--- src/rtl/riscv_debug_ctrl.sv ---
// Run-control block for a small RISC-V core: halt/run/single-step with one PC breakpoint.
// Optional enabled-cycle counter is built only when DEBUG_CYCLE_COUNT_EN is defined.
module riscv_debug_ctrl #(
    parameter int unsigned PcWidth   = 16,
    parameter int unsigned StepWidth = 16
) (
    input  logic                 Clk,
    input  logic                 RstN,
    input  logic                 CmdValid,
    output logic                 CmdReady,
    input  logic [2:0]           CmdOp,
    input  logic [15:0]          CmdArg,
    input  logic [PcWidth-1:0]   CpuPc,
    output logic                 CpuEn,
    output logic                 Halted,
    output logic                 BpHit,
    output logic [StepWidth-1:0] StepsLeft,
    output logic [31:0]          CycleCount
);

    typedef enum logic [1:0] {StHalt, StRun, StStep, StBreak} state_e;

    localparam logic [2:0] OpHalt  = 3'b000;
    localparam logic [2:0] OpRun   = 3'b001;
    localparam logic [2:0] OpStep  = 3'b010;
    localparam logic [2:0] OpSetBp = 3'b011;
    localparam logic [2:0] OpClrBp = 3'b100;

    state_e               state_q, state_d;
    logic                 ready_q, ready_d;
    logic                 bp_valid_q, bp_valid_d;
    logic [PcWidth-1:0]   bp_addr_q, bp_addr_d;
    logic                 skip_bp_q, skip_bp_d;
    logic [StepWidth-1:0] steps_q, steps_d;

    logic                 accept;
    logic                 running;
    logic                 bpm;
    logic [StepWidth-1:0] step_arg;

    assign accept   = CmdValid & ready_q;
    assign running  = (state_q == StRun) || (state_q == StStep);
    assign bpm      = bp_valid_q & (CpuPc == bp_addr_q) & ~skip_bp_q;
    assign step_arg = StepWidth'(CmdArg);

    assign CpuEn     = running & ~bpm;
    assign Halted    = (state_q == StHalt) || (state_q == StBreak);
    assign BpHit     = (state_q == StBreak);
    assign CmdReady  = ready_q;
    assign StepsLeft = steps_q;

    always_comb begin
        state_d    = state_q;
        steps_d    = steps_q;
        skip_bp_d  = skip_bp_q;
        bp_valid_d = bp_valid_q;
        bp_addr_d  = bp_addr_q;
        ready_d    = ~accept;

        if (CpuEn) begin
            skip_bp_d = 1'b0;
        end

        // A breakpoint hit overrides any run-control command arriving in the same cycle.
        if (running && bpm) begin
            state_d = StBreak;
        end else begin
            if (state_q == StStep && CpuEn) begin
                if (steps_q == StepWidth'(1)) begin
                    state_d = StHalt;
                    steps_d = '0;
                end else begin
                    steps_d = steps_q - StepWidth'(1);
                end
            end
            if (accept) begin
                case (CmdOp)
                    OpHalt: state_d = StHalt;
                    OpRun: begin
                        state_d = StRun;
                        if (!running) skip_bp_d = 1'b1;
                    end
                    OpStep: begin
                        if (step_arg == '0) begin
                            state_d = StHalt;
                            steps_d = '0;
                        end else begin
                            state_d = StStep;
                            steps_d = step_arg;
                            if (!running) skip_bp_d = 1'b1;
                        end
                    end
                    default: ;
                endcase
            end
        end

        if (accept && CmdOp == OpSetBp) begin
            bp_valid_d = 1'b1;
            bp_addr_d  = PcWidth'(CmdArg);
        end
        if (accept && CmdOp == OpClrBp) begin
            bp_valid_d = 1'b0;
        end
    end

    always_ff @(posedge Clk or negedge RstN) begin
        if (!RstN) begin
            state_q    <= StHalt;
            ready_q    <= 1'b1;
            bp_valid_q <= 1'b0;
            bp_addr_q  <= '0;
            skip_bp_q  <= 1'b0;
            steps_q    <= '0;
        end else begin
            state_q    <= state_d;
            ready_q    <= ready_d;
            bp_valid_q <= bp_valid_d;
            bp_addr_q  <= bp_addr_d;
            skip_bp_q  <= skip_bp_d;
            steps_q    <= steps_d;
        end
    end

`ifdef DEBUG_CYCLE_COUNT_EN
    logic [31:0] cycle_q, cycle_d;

    always_comb begin
        cycle_d = cycle_q;
        if (CpuEn && cycle_q != 32'hFFFF_FFFF) begin
            cycle_d = cycle_q + 32'd1;
        end
    end

    always_ff @(posedge Clk or negedge RstN) begin
        if (!RstN) begin
            cycle_q <= '0;
        end else begin
            cycle_q <= cycle_d;
        end
    end

    assign CycleCount = cycle_q;
`else
    assign CycleCount = 32'd0;
`endif

endmodule

--- config.mk ---
export PLATFORM = sky130hd
export DESIGN_NAME = riscv_debug_ctrl
export DESIGN_NICKNAME = d
export VERILOG_FILES = /design/src/rtl/riscv_debug_ctrl.sv
export SDC_FILE = /design/constraint.sdc
export NUM_CORES = 1
export LEC_CHECK = 0
export CAP_MARGIN = 30
export CORE_UTILIZATION = 50
export CTS_CLUSTER_DIAMETER = 150
export DETAILED_ROUTE_END_ITERATION = 10
export PLACE_DENSITY = 0.91
export SLEW_MARGIN = 20
export SYNTH_ARGS = -nofsm -noshare
export SYNTH_HDL_FRONTEND = slang
export SYNTH_SLANG_ARGS = --single-unit
--- constraint.sdc ---
create_clock -name Clk -period 6.48 [get_ports Clk]
set_clock_uncertainty 0.1 [all_clocks]
set_input_delay 1.296 -clock Clk [delete_from_list [all_inputs] [get_ports Clk]]
set_output_delay 1.296 -clock Clk [all_outputs]
set_load 0.01 [all_outputs]
# == Word level (Yosys, flattened, before mapping) ==
# Cells that the tools add are included.
# totals
register_bits,37
latch_bits,0
mem_bits_rw,0
mem_bits_ro,0
in_bits,38
output_inout_bits,52
wordCells,52
mem_count,0
# classes
add_sub_neg,1
mul,0
div_mod_pow,0
magnitude_cmp,0
eq_ne,9
n_shift,0
n_mux,19
bitwise_logic,7
reduce_logical,10
# ops
op,count
2-to-1 mux 16 bit,5
== test 16 x 1 -> 1 bit (second input constant),1
== test 16 bit,1
zero test 16 bit,1
subtractor 16 x 1 -> 16 bit (second input constant),1
2-to-1 mux 2 bit,5
2-to-1 mux 1 bit,7
== test 3 x 2 -> 1 bit (second input constant),2
one-hot mux 2 bit (3 select lines),1
bitwise AND 1 bit,4
== test 2 bit (second input constant),2
logical AND 1 bit,4
== test 3 x 1 -> 1 bit (second input constant),1
== test 3 bit (second input constant),1
zero test 3 bit,1
NOT 1 bit,3
== test 2 x 1 -> 1 bit (second input constant),1
zero test 2 bit,1
logical OR 1 bit,2
one-hot mux 1 bit (2 select lines),1
nonzero test 2 bit,1

# == Longest topological paths before layout ==
# depth
ltp_word,11
ltp_mapped,8

# == Worst setup path after synthesis ==
# OpenSTA, ideal clock, no wires.
# synth_timing
path_kind,input port to output port
start,in CpuPc[7]
end,out CpuEn
arrival_ns,2.504
setup_slack_ns,2.580
stages,5
n_path_buf,0
cell_sequence,nor2b_1 > or4_1 > or3_1 > nor2_1 > nor2_1
# synth_via
elab_chain_cells,5
# synth_rtl
item,line_no,source
"start, declared",13,"input logic [PcWidth-1:0] CpuPc,"
== test 16 bit,43,assign bpm = bp_valid_q & (CpuPc == bp_addr_q) & ~skip_bp_q;
bitwise AND 1 bit (2 in a row),43,
NOT 1 bit,46,assign CpuEn = running & ~bpm;
bitwise AND 1 bit,46,
"end, declared",14,"output logic CpuEn,"
# No other way between the ends.

# == Final worst setup path ==
# Ends and elaborated chain as after synthesis.

==> qor.yml <==
timing:
  hold_viol: 0
  timing.final.crit_period_ns: 4.97
  worstMarginPinSlew_ns: 0.833
  period_share: 0.767
  setup_tns_ns: 0
  clock.fmax_mhz: 201
  finalWorstSetupSlack_ns: 1.51
  rsz0062_at_grt: "false"
  relSlewSlack: 0.443
  report.final.setup_viol: 0
  drv_slew: 0
worst_setup_path:
  crit_buf_inv: 2
  reg2reg_from: "bp_addr_q[6]$_DFFE_PN0P_"
  r2r_end: "StepsLeft[9]$_DFFE_PN0N_"
  required_ns: 5.08
  timing.critical_path.arrival_ns: 3.57
  worstSetupEndpointType: "output pin"
  cp-startpoint: "CpuPc[7]"
  critPathTopFamily: "simple AND/OR/NAND/NOR gates"
  cp.depth: 7
  path_max_fanout: 4
  cpPeakStageDelay_ns: 0.52
  r2r_slack_ns: 3.57
  worstSetupPathType: "primary input to output pin"
  cp-start-kind: "primary input"
  crit_path_top_delay_cell: "or4_1"
  crit_end: "CpuEn"
  r2r_cells: 6
  path_cells: "clkdlybuf4s50_1 -> nor2b_1 -> or4_1 -> or3_1 -> nor2_1 -> nor2_1 -> clkdlybuf4s50_1"
power_and_ir_drop:
  p_comb_frac: 0.388
  sw_frac_of_total: 0.386
  cellLeakagePower_nw: 1.32
  power_density_mw_per_mm2: 289
  seqPwrFrac: 0.434
  vdd_drop_max_mv: 0.195
  p_int_mw: 0.569
  power_mw: 0.926
  clockPowerShare: 0.178
  p_sw_mw: 0.358
cells_and_area:
  fill_cells: 436
  antenna_cells_inserted: 0
  areaGrowthSynthToFinish_pct: 22.4
  final_cell_area_mm2: 0.00321
  drive_gt1_frac: 0.0883
  finalNetCount: 392
  fin_util: 0.658
synth:
  yosysSeqAreaShare: 0.354
  synth_top_area_frac: 0.344
  synth_edf_count: 0
  netlist-cell-type-count: 53
  synth_flop_cell: "dfrtp_1"
  synth-simple-area-share: 0.239
  synth_compound_area_frac: 0.154
  yosysMostFrequentCell: "dfrtp_1"
  syn_area_mm2: 0.00262
  yosysWarnings: 0
  yosys-top-cells-count: "36 x dfrtp_1, 32 x buf_4, 23 x nand2_1"
  synth_adder_area_share: 0.0191
  syn-mean-instance-area_um2: 8.92
  synth_top_area_cell: "dfrtp_1"
  synth-xor-area-share: 0.0468
  async_reset_ff_frac: 1.00
  synth_top_family_by_area: "simple AND/OR/NAND/NOR gates"
  synth_mux_area_frac: 0.0640
  synthTopCellsByArea: "dfrtp_1 34%, buf_4 9.2%, mux2_2 6.0%"
  synth_cells: 294
  ys_ff_latch: 37
floorplan:
  dieArea_mm2: 0.00554
  die_height_um: 74.4
  ios: 90
  die_w_um: 74.4
  rows: 25
  coreArea_mm2: 0.00488
  start_util: 0.537
global_routing:
  grt_max_degree: 38
  overflow: 0
  grt_pass1_vias: 2260
  grt_pass1_wl_mm: 11.1
  antenna_found_initial: 0
  grt_usage: 0.268
placement:
  gp_congestion: 0.955
  io_buffers: 57
  place_hpwl_mm: 5.10
  pre_cts_ws_ns: 1.51
  place_area_mm2: 0.00312
cts:
  cts_made_buffers: 5
  clk_latency_ns: 0.30
  cts_setup_buffers: 0
  cts-resized-gates: 0
  clkSlewWorstSetupHoldPaths_ns: 0.08
  holdBufCountCts: 0
  htree_levels: 2
  cts_tree: "yes"
  cts.root.buffer_cell: "clkbuf_8"
  clock_path_buffers: 2
  cts.sink_count: 37
job:
  cap_viol_max_count: 0
detailed_routing:
  drc: 0
  ant_nets: 0
  wirelength_mm: 6.85
  routedWlPerCell_um: 16.4
  routed_via_density: 5.97
  vias: 2495
  drt_iter0_drc: 264
  dr.pass1.iters: 5
run_status:
  status: "completed"
worst_hold_path:
  min_path_type: "flop to flop"
## worst min path at each step
stage	start	to	slack [ns]	cells after the start
after floorplan	CmdReady$_DFF_PN1_	CmdReady$_DFF_PN1_	0.36	1
after global placement	CmdReady$_DFF_PN1_	CmdReady$_DFF_PN1_	0.35	1
after detailed placement	CmdReady$_DFF_PN1_	CmdReady$_DFF_PN1_	0.36	1
after CTS	CmdReady$_DFF_PN1_	CmdReady$_DFF_PN1_	0.38	1
after global routing	CmdReady$_DFF_PN1_	CmdReady$_DFF_PN1_	0.40	1
final	CmdReady$_DFF_PN1_	CmdReady$_DFF_PN1_	0.38	1
## registers in the layout (all words and copies together) (netlist names)
register,flops
bp_addr_q,16
skip_bp_q,1
StepsLeft,16
bp_valid_q,1
state_q,2
CmdReady,1
## layout by cell type, fill, tap and decap left out, drive strengths merged, types with 3 or more instances in the layout
master	synthesis	layout
o21ai	6	6
nand4	4	4
ha	4	4
dfrtp	36	36
mux2	14	14
or4	4	4
xnor2	6	6
inv	9	9
nand2	23	23
clkbuf	5	6
a221oi	6	6
conb	1	32
nor3	21	21
nor2b	3	3
a211oi	8	8
a21oi	13	13
clkdlybuf4s50	0	57
a31oi	3	3
nand3	9	9
xor2	8	8
nor4	11	11
and3	5	5
and2	3	3
nor2	21	21
## area by class of cell
cell class,instances,area (um2),share of cell area
flip-flops and latches,37,927,0.289
clock buffers,6,72.6,0.0226
well taps,67,83.8,0.0261
clock inverters,2,15.0,0.00468
repair buffers,59,586,0.182
inverters,9,33.8,0.0105
multi-input cells,238,1490,0.465
## through the flow
step           hold slack (ns)  instances
5_1_grt                  0.403        418
3_5_place_dp             0.364        410
3_3_place_gp             0.354        410
6_report                 0.385        418
4_1_cts                  0.383        418
2_1_floorplan            0.362        325
## routing by layer
metal  vias up  GRT usage  part of all wire
met4         0     0.0985             0.023
met3        21     0.0583             0.094
li1       1131          -                 -
met2       152      0.431              0.49
met5         -          0                 0
met1      1191      0.355              0.39
## power groups by stage
stage	Sequential (mW)	Clock, mW	Combinational [mW]
floorplan	0.389	0	0.205
global placement	0.399	0	0.347
detailed placement	0.401	0	0.357
CTS	0.398	0.167	0.359
global route	0.413	0.175	0.395
finish	0.402	0.165	0.359
## cells by family (layout without fill, tap and decap cells)
group,Yosys count,after routing
buffers and inverters,50,76
multiplexers,15,15
XOR/XNOR,14,14
adder cells (fa/ha/maj),4,4
other,1,32
AND/OR/NAND/NOR,118,118
flip-flops,37,37
AO/OA/AOI/OAI,55,55
(Power assumes the default switching activity.)
